===== src/rtl/word_deser.sv =====
// Serial-to-parallel frame receiver: start bit + WIDTH data bits -> Q, QV/QR handshake; QV one edge after last bit.
// Optional even-parity trailer bit enabled by WORD_DESER_PARITY_CHECK_EN; a start seen while a word is held is dropped (OVR).
module word_deser #(
  parameter int WIDTH     = 16,
  parameter bit MSB_FIRST = 1'b1
) (
  input  logic             CLK,
  input  logic             RST,
  input  logic             SI,
  input  logic             SV,
  input  logic             QR,
  output logic [WIDTH-1:0] Q,
  output logic             QV,
  output logic             OVR,
  output logic             ERR
);

  localparam int CW = $clog2(WIDTH + 1);
  localparam logic [CW-1:0] LAST_IDX = CW'(WIDTH - 1);

`ifdef WORD_DESER_PARITY_CHECK_EN
  typedef enum logic [1:0] {IDLE, SHIFT, PAR, HOLD} state_t;
`else
  typedef enum logic [1:0] {IDLE, SHIFT, HOLD} state_t;
`endif

  state_t           state_q, state_d;
  logic [CW-1:0]    cnt_q, cnt_d;
  logic [WIDTH-1:0] sh_q, sh_d;
  logic [WIDTH-1:0] q_q, q_d;
  logic             qv_q, qv_d;
  logic             ovr_q, ovr_d;
  logic             err_q, err_d;
  logic             drop_q, drop_d;
  logic [WIDTH-1:0] shifted;

  always_comb begin
    if (MSB_FIRST) shifted = {sh_q[WIDTH-2:0], SI};
    else           shifted = {SI, sh_q[WIDTH-1:1]};
  end

  always_comb begin
    state_d = state_q;
    cnt_d   = cnt_q;
    sh_d    = sh_q;
    q_d     = q_q;
    qv_d    = qv_q;
    ovr_d   = 1'b0;
    err_d   = 1'b0;
    drop_d  = drop_q;
    case (state_q)
      IDLE: begin
        if (SV && SI) begin
          state_d = SHIFT;
          cnt_d   = '0;
        end
      end
      SHIFT: begin
        if (SV) begin
          sh_d  = shifted;
          cnt_d = cnt_q + CW'(1);
          if (cnt_q == LAST_IDX) begin
`ifdef WORD_DESER_PARITY_CHECK_EN
            state_d = PAR;
`else
            q_d     = shifted;
            qv_d    = 1'b1;
            state_d = HOLD;
`endif
          end
        end
      end
`ifdef WORD_DESER_PARITY_CHECK_EN
      PAR: begin
        if (SV) begin
          if (SI == ^sh_q) begin
            q_d     = sh_q;
            qv_d    = 1'b1;
            state_d = HOLD;
          end else begin
            err_d   = 1'b1;
            state_d = IDLE;
          end
        end
      end
`endif
      HOLD: begin
        if (QR) begin
          qv_d   = 1'b0;
          drop_d = 1'b0;
          if (SV && SI) begin
            state_d = SHIFT;
            cnt_d   = '0;
          end else begin
            state_d = IDLE;
          end
        end else if (SV && SI && !drop_q) begin
          // Rest of the dropped frame is line noise until the consumer drains Q.
          ovr_d  = 1'b1;
          drop_d = 1'b1;
        end
      end
      default: state_d = IDLE;
    endcase
  end

  always_ff @(posedge CLK) begin
    if (RST) begin
      state_q <= IDLE;
      cnt_q   <= '0;
      sh_q    <= '0;
      q_q     <= '0;
      qv_q    <= 1'b0;
      ovr_q   <= 1'b0;
      err_q   <= 1'b0;
      drop_q  <= 1'b0;
    end else begin
      state_q <= state_d;
      cnt_q   <= cnt_d;
      sh_q    <= sh_d;
      q_q     <= q_d;
      qv_q    <= qv_d;
      ovr_q   <= ovr_d;
      err_q   <= err_d;
      drop_q  <= drop_d;
    end
  end

  assign Q   = q_q;
  assign QV  = qv_q;
  assign OVR = ovr_q;
  assign ERR = err_q;

endmodule

===== config.mk =====
export PLATFORM = sky130hd
export DESIGN_NAME = word_deser
export DESIGN_NICKNAME = d
export VERILOG_FILES = /design/src/rtl/word_deser.sv
export SDC_FILE = /design/constraint.sdc
export NUM_CORES = 1
export LEC_CHECK = 0
export BUFFER_PORTS_ARGS = -buffer_cell sky130_fd_sc_hd__buf_2
export CAP_MARGIN = 5
export CORE_MARGIN = 2
export CORE_UTILIZATION = 58
export DETAILED_ROUTE_END_ITERATION = 7
export PLACE_DENSITY = 0.86
export SLEW_MARGIN = 20
export SYNTH_ARGS = -nofsm -noshare
export SYNTH_HDL_FRONTEND = slang
export SYNTH_SLANG_ARGS = --single-unit

===== constraint.sdc =====
create_clock -name CLK -period 3.65 [get_ports CLK]
set_input_delay 0 -clock CLK [delete_from_list [all_inputs] [get_ports CLK]]
set_output_delay 0 -clock CLK [all_outputs]
set_load 0.01 [all_outputs]

==> impl_metrics.py, run 1 <==
metrics = {
    "power": {
        "clkPwrFrac_pct": 31.8,
        "p_sw_share_pct": 22.5,
        "peakVddDrop_uv": 354,
        "intPower_w": 0.000550,
        "seq_power_share_pct": 63.8,
        "leakagePower_nw": 0.648,
        "p_per_area_mw_per_mm2": 414,
        "combPwrFrac_pct": 4.5,
        "switching_power_w": 0.000159,
    },
    "setup_path": {
        "worstPathRequired_ns": 3.86,
        "cp.arrival_ns": 2.05,
        "crit_type": "register to register",
        "endpoint_kind": "register",
        "cp-start-kind": "register",
        "critPathMaxFanout": 17,
    },
    "final_layout": {
        "drive_gt1_share_pct": 14.0,
        "final_area_mm2": 0.00171,
        "fin_nets": 221,
        "num-fill-cells": 211,
        "areaGrowthSynthToFinish_pct": 11.0,
        "diodes": 0,
    },
    "synth": {
        "ys_seq_area_share_pct": 53.2,
        "synthCells": 195,
        "synth_seq_cells": 41,
        "synth.distinct_cells": 27,
        "ys_warn_count": 0,
        "syn-num-nets": 202,
        "post_synth.cell_area_avg_um2": 7.92,
        "syn-cell-area_mm2": 0.00154,
    },
    "grt": {
        "grt-ovfl-total": 0,
        "grt_pass1_wl_um": 4880,
        "grt_start_max_net_pins": 42,
        "grt_pass1_vias": 1151,
        "antenna_found_initial": 0,
        "grt_usage_pct": 20.3,
    },
    "floorplan": {
        "dieWidth_um": 55.6,
        "ioPinCount": 24,
        "coreArea_mm2": 0.00250,
        "design.die.area_mm2": 0.00309,
        "start_util_pct": 61.8,
        "rows": 18,
        "fp.dieH_um": 55.6,
    },
    "route": {
        "viasPerCell": 5.26,
        "firstDrtPassIters": 4,
        "wirelength_um": 2900,
        "drtAntennaViolNets": 0,
        "route.detailed.drc": 0,
        "vias": 1283,
        "drtIter0Drc": 31,
        "avgRoutedWirePerCell_um": 11.9,
    },
    "clock_network": {
        "cts_made_buffers": 5,
        "clock_path_buffers": 2,
        "cts-root-buf": "clkbuf_4",
        "cts.sinks": 41,
        "clkLatencyLatePin_ns": 0.35,
        "htreeDepth": 2,
        "cts.clk_slew.worst_paths_ns": 0.11,
        "cts_tree": "built",
    },
    "sta": {
        "setup_viol": 0,
        "layout_min_cycle_time_ns": 1.84,
        "slew_viol_final": 0,
        "hold_viol": 0,
        "rsz0062_at_grt": "false",
        "finalCritPeriodShare_pct": 50.4,
        "fin_tns_setup_ns": 0,
        "max_freq_mhz": 544,
        "slew_headroom_pct": 55.3,
        "finClkSkew_ns": 0.00445,
        "worst_slack_ns": 1.81,
        "tightest_slew_ns": 0.668,
    },
    "placement": {
        "place_area_mm2": 0.00163,
        "dp_hpwl_um": 1890,
        "finalWeightedCongestion": 0.749,
        "pre_cts_ws_ns": 1.82,
        "port_buffers": 22,
    },
    "run": {
        "drv_cap": 0,
    },
    "min_path": {
        "hold_path_class": "primary input to register",
    },
    "outcome": {
        "status": "completed",
    },
}
## sequential cells by signal (all words and copies together), names as in the netlist
name,flops
Q,16
sh_q,15
cnt_q,5
state_q,2
OVR,1
QV,1
drop_q,1
## path summary, 6_finish.rpt
| check | start | end | slack [ns] | depth (start not counted) |
|---|---|---|---|---|
| setup / recovery | cnt_q[0] | Q[0] | 1.81 | 6 |
| hold / removal | SV | drop_q | 0.05 | 3 |
| setup reg to reg | cnt_q[0] | Q[0] | 1.81 | 6 |
| hold reg to reg | Q[11] | Q[11] | 0.46 | 2 |
## power by group through the flow
stage,sequential [W],combinational [W],clock (W)
floorplan,0.000462,0.0000245,0
global placement,0.000462,0.0000284,0
detailed placement,0.000462,0.0000297,0
CTS,0.000452,0.0000313,0.000235
global route,0.000452,0.0000349,0.000248
finish,0.000452,0.0000316,0.000225
## what timing repair did
item	in CTS	in global routing
resized for setup	0	0
hold endpoints to repair	5	0
setup buffers	0	0
hold buffers	3	0
## synthesized netlist by cell type, drive strengths merged
cell type   n  area share [%]
clkbuf      6             1.5
nand3       5             1.6
a21o        1            0.49
dfxtp      41              53
ha          2             1.6
nor4        1            0.41
a221oi      1            0.57
and2        1            0.41
o22a        1            0.57
nand2b      2            0.81
buf         7             2.6
and3b       1            0.57
a22oi       1            0.49
a21oi      36              12
nand3b      1            0.49
nor2b       1            0.41
nand2      67              16
and2b       1            0.57
inv         4            0.97
o21ai       1            0.32
a31oi       2            0.81
and3        2            0.81
conb        1            0.24
nor2        7             1.7
or4         2            0.97
## cells in the final DEF, fill, tap and decap left out
cell type	netlist	final
dlygate4sd3_1	0	3
ha_1	2	2
and3_1	2	2
o21ai_0	1	1
nor2b_1	1	1
nor2_1	7	7
a22oi_1	1	1
a21o_1	1	1
buf_2	5	22
o22a_1	1	1
nand3b_1	1	1
inv_2	1	1
conb_1	1	1
clkbuf_4	0	5
and2b_2	1	1
and2_1	1	1
a221oi_1	1	1
clkbuf_1	6	1
nand2b_1	2	2
or4_1	2	2
clkbuf_8	0	1
nor4_1	1	1
nand3_1	5	5
nand2_1	67	67
inv_1	3	3
a31oi_1	2	2
dfxtp_1	41	41
a21oi_1	36	36
and3b_1	1	1
## layer usage
metal	global-route usage (%)	wire length (um)	vias to the layer above	part of all wire, %
met4	13.6	102	0	3.5
li1	-	-	675	-
met5	0	0	-	0
met2	32.7	1420	32	49
met1	22.2	1240	564	43
met3	7.44	141	12	4.9
## worst max-delay path, cell delays in order, from the launching register on
cell and delay [ns]:
dfxtp_1 0.39, ha_1 0.18, and3_1 0.15, ha_1 0.18, nand3_1 0.49, nand2_1 0.22, a21oi_1 0.09
## kinds of logic after synthesis
group,count (synthesis),synth area share (%)
other,1,0.243
AND/OR/NAND/NOR,91,25.0
adder cells (fa/ha/maj),2,1.62
flip-flops,41,53.2
buffers and inverters,17,5.02
AO/OA/AOI/OAI,43,14.9
## layout make-up
class	instances	area, um2	area share [%]
Timing Repair Buffer	25	140	8.18
Inverter	4	15.0	0.876
Clock buffer	7	55.1	3.21
Multi-Input combinational cell	137	646	37.7
Tap cell	30	37.5	2.19
Sequential cell	41	821	47.9
## through the flow
stage | power, W | utilization (%) | std cells | hold slack [ns]
2_1_floorplan | 0.000486 | - | 195 | 0.0785
3_3_place_gp | 0.000490 | 65.2 | 234 | 0.234
3_5_place_dp | 0.000492 | 65.2 | 234 | 0.238
4_1_cts | 0.000718 | 68.6 | 244 | 0.0223
5_1_grt | 0.000735 | 68.6 | 244 | 0.0440
6_report | 0.000709 | 68.6 | 244 | 0.0547
Note: power is estimated with default switching activity, not from simulation.
==> inputs of run 2 (changes only) <==
--- a/config.mk
+++ b/config.mk
@@ -8,9 +8,9 @@
 export BUFFER_PORTS_ARGS = -buffer_cell sky130_fd_sc_hd__buf_2
 export CAP_MARGIN = 5
 export CORE_MARGIN = 2
-export CORE_UTILIZATION = 58
+export CORE_UTILIZATION = 49
 export DETAILED_ROUTE_END_ITERATION = 7
-export PLACE_DENSITY = 0.86
+export PLACE_DENSITY = 0.78
 export SLEW_MARGIN = 20
 export SYNTH_ARGS = -nofsm -noshare
 export SYNTH_HDL_FRONTEND = slang
==> constraint.sdc (replaced) <==
create_clock -name CLK -period 1.5 [get_ports CLK]
set_input_delay 0 -clock CLK [delete_from_list [all_inputs] [get_ports CLK]]
set_output_delay 0 -clock CLK [all_outputs]
set_load 0.01 [all_outputs]
==> run 2 against run 1 <==
Compared with the run above: clock-buffer cell count decreased by 1; final area up 14%; power rose by 150%; sequential cell count is the same; critical endpoint is now Q[7]; critical path depth is 1 higher; highest routed layer unchanged; first-iteration DRC count rose by 19%.
==> impl_metrics.py, run 2 (synthesis gave the netlist of run 1 again) <==
metrics = {
    "sta": {
        "finClkSkew_ns": 0.00964,
        "setup_viol": 0,
        "rsz0062_at_grt": "true",
        "layout_min_cycle_time_ns": 1.46,
        "max_freq_mhz": 687,
        "fin_tns_setup_ns": 0,
        "finalCritPeriodShare_pct": 97.0,
        "worst_slack_ns": 0.0443,
        "slew_viol_final": 0,
        "hold_viol": 0,
    },
    "route": {
        "drtAntennaViolNets": 0,
        "vias": 1371,
        "avgRoutedWirePerCell_um": 12.0,
        "firstDrtPassIters": 4,
        "viasPerCell": 5.02,
        "drtIter0Drc": 37,
        "wirelength_um": 3290,
        "route.detailed.drc": 0,
    },
    "clock_network": {
        "clkLatencyLatePin_ns": 0.35,
        "clock_path_buffers": 2,
        "cts_tree": "built",
        "cts.sinks": 41,
        "htreeDepth": 2,
        "cts.clk_slew.worst_paths_ns": 0.12,
        "cts_made_buffers": 5,
        "cts-root-buf": "clkbuf_4",
    },
    "floorplan": {
        "dieWidth_um": 60.1,
        "coreArea_mm2": 0.00303,
        "ioPinCount": 24,
        "fp.dieH_um": 60.1,
        "rows": 20,
        "start_util_pct": 51.0,
        "design.die.area_mm2": 0.00362,
    },
    "final_layout": {
        "num-fill-cells": 289,
        "final_cell_mix": "nand2_1 (66), dfxtp_1 (39), a21oi_1 (34), buf_2 (22), buf_4 (11)",
        "drive_gt1_share_pct": 23.6,
        "diodes": 0,
        "largest_reg_flops": 16,
        "post-route-util_pct": 64.4,
        "layout_commonest_cell": "nand2_1",
        "areaGrowthSynthToFinish_pct": 26.3,
        "ff_latch_area_um2": 823,
        "fin_nets": 236,
        "multi_input_area_um2": 696,
    },
    "grt": {
        "grt_pass1_vias": 1201,
        "grt_usage_pct": 18.9,
        "antenna_found_initial": 0,
        "grt_pass1_wl_um": 5030,
        "grt-ovfl-total": 0,
        "grt_start_max_net_pins": 18,
    },
    "placement": {
        "pre_cts_ws_ns": 0.0104,
        "dp_hpwl_um": 2160,
        "finalWeightedCongestion": 0.832,
        "port_buffers": 22,
    },
    "power": {
        "peakVddDrop_uv": 492,
        "p_sw_share_pct": 23.5,
        "leakagePower_nw": 0.742,
        "intPower_w": 0.00135,
        "combPwrFrac_pct": 5.6,
        "p_per_area_mw_per_mm2": 907,
        "switching_power_w": 0.000417,
        "seq_power_share_pct": 62.2,
        "clkPwrFrac_pct": 32.2,
    },
    "setup_path": {
        "cp.arrival_ns": 1.75,
        "endpoint_kind": "register",
        "worstPathRequired_ns": 1.79,
        "critPathMaxFanout": 8,
        "path_cells": "ha_4 -> and3_4 -> ha_4 -> and3_4 -> clkbuf_16 -> nand2_1 -> a21oi_1",
        "crit_slowest_cell": "dfxtp_2",
        "max_stage_delay_ns": 0.37,
        "cp-start-kind": "register",
        "crit_type": "register to register",
    },
    "outcome": {
        "status": "completed",
    },
    "min_path": {
        "hold_path_class": "primary input to register",
    },
    "run": {
        "drv_cap": 0,
    },
}
run 2: changes by cell type in the layout (fill, tap and decap cells not counted), sizes merged:
cell,previous run,this run
buf,22,34
clkbuf,7,8
clkinvlp,0,1
dlygate4sd3,3,4
run 2: path summary, 6_finish.rpt:
path | slack, ns | cells after the start | to | from
setup / recovery | 0.04 | 7 | Q[7] | cnt_q[0]
hold / removal | 0.43 | 3 | OVR | QR
hold reg to reg | 0.44 | 1 | OVR | drop_q
setup reg to reg | 0.04 | 7 | Q[7] | cnt_q[0]
run 2: what timing repair did:
action,CTS,global route
hold buffers,4,0
pin swaps,0,2
setup buffers,0,1
cloned,0,2
setup endpoints to repair,2,17
endpoints found under the hold margin,16,0
gates resized for setup,1,9
run 2: power by group through the flow:
stage | logic (W) | clock network [W] | registers, W
global route | 0.000109 | 0.000626 | 0.00110
detailed placement | 0.0000892 | 0 | 0.00112
finish | 0.0000993 | 0.000570 | 0.00110
CTS | 0.0000973 | 0.000590 | 0.00110
global placement | 0.0000880 | 0 | 0.00112
floorplan | 0.0000598 | 0 | 0.00112
run 2: layout make-up:
cell class,count,share of cell area [%]
clock buffers,6,2.63
clock inverters,1,0.385
inverters,4,0.770
multi-input cells,137,35.7
flip-flops and latches,41,42.2
well taps,44,2.82
repair buffers,40,15.5
run 2: metal layers:
metal  wire length (um)  track usage [%]  vias up
li1                   -                -      706
met1               1490             22.1      629
met2               1620             31.7       30
met3                114             5.19        6
met4                 60             8.89        0
met5                  0                0        -
run 2: through the flow:
stage	total power [W]	hold slack, ns	area [um2]	std cells
6_report	0.00177	0.433	1950	273
4_1_cts	0.00179	0.398	1850	270
3_5_place_dp	0.00121	0.252	1750	259
5_1_grt	0.00184	0.425	1950	273
3_3_place_gp	0.00121	0.252	1750	259
2_1_floorplan	0.00118	0.0785	1560	195
run 2: critical path, delay by kind of cell (launching register included):
kind            cells  cell delay (ns)
buf+inv             1             0.16
simple gates        3             0.49
compound gates      1             0.11
fa+ha+maj           2             0.27
flops               1             0.37
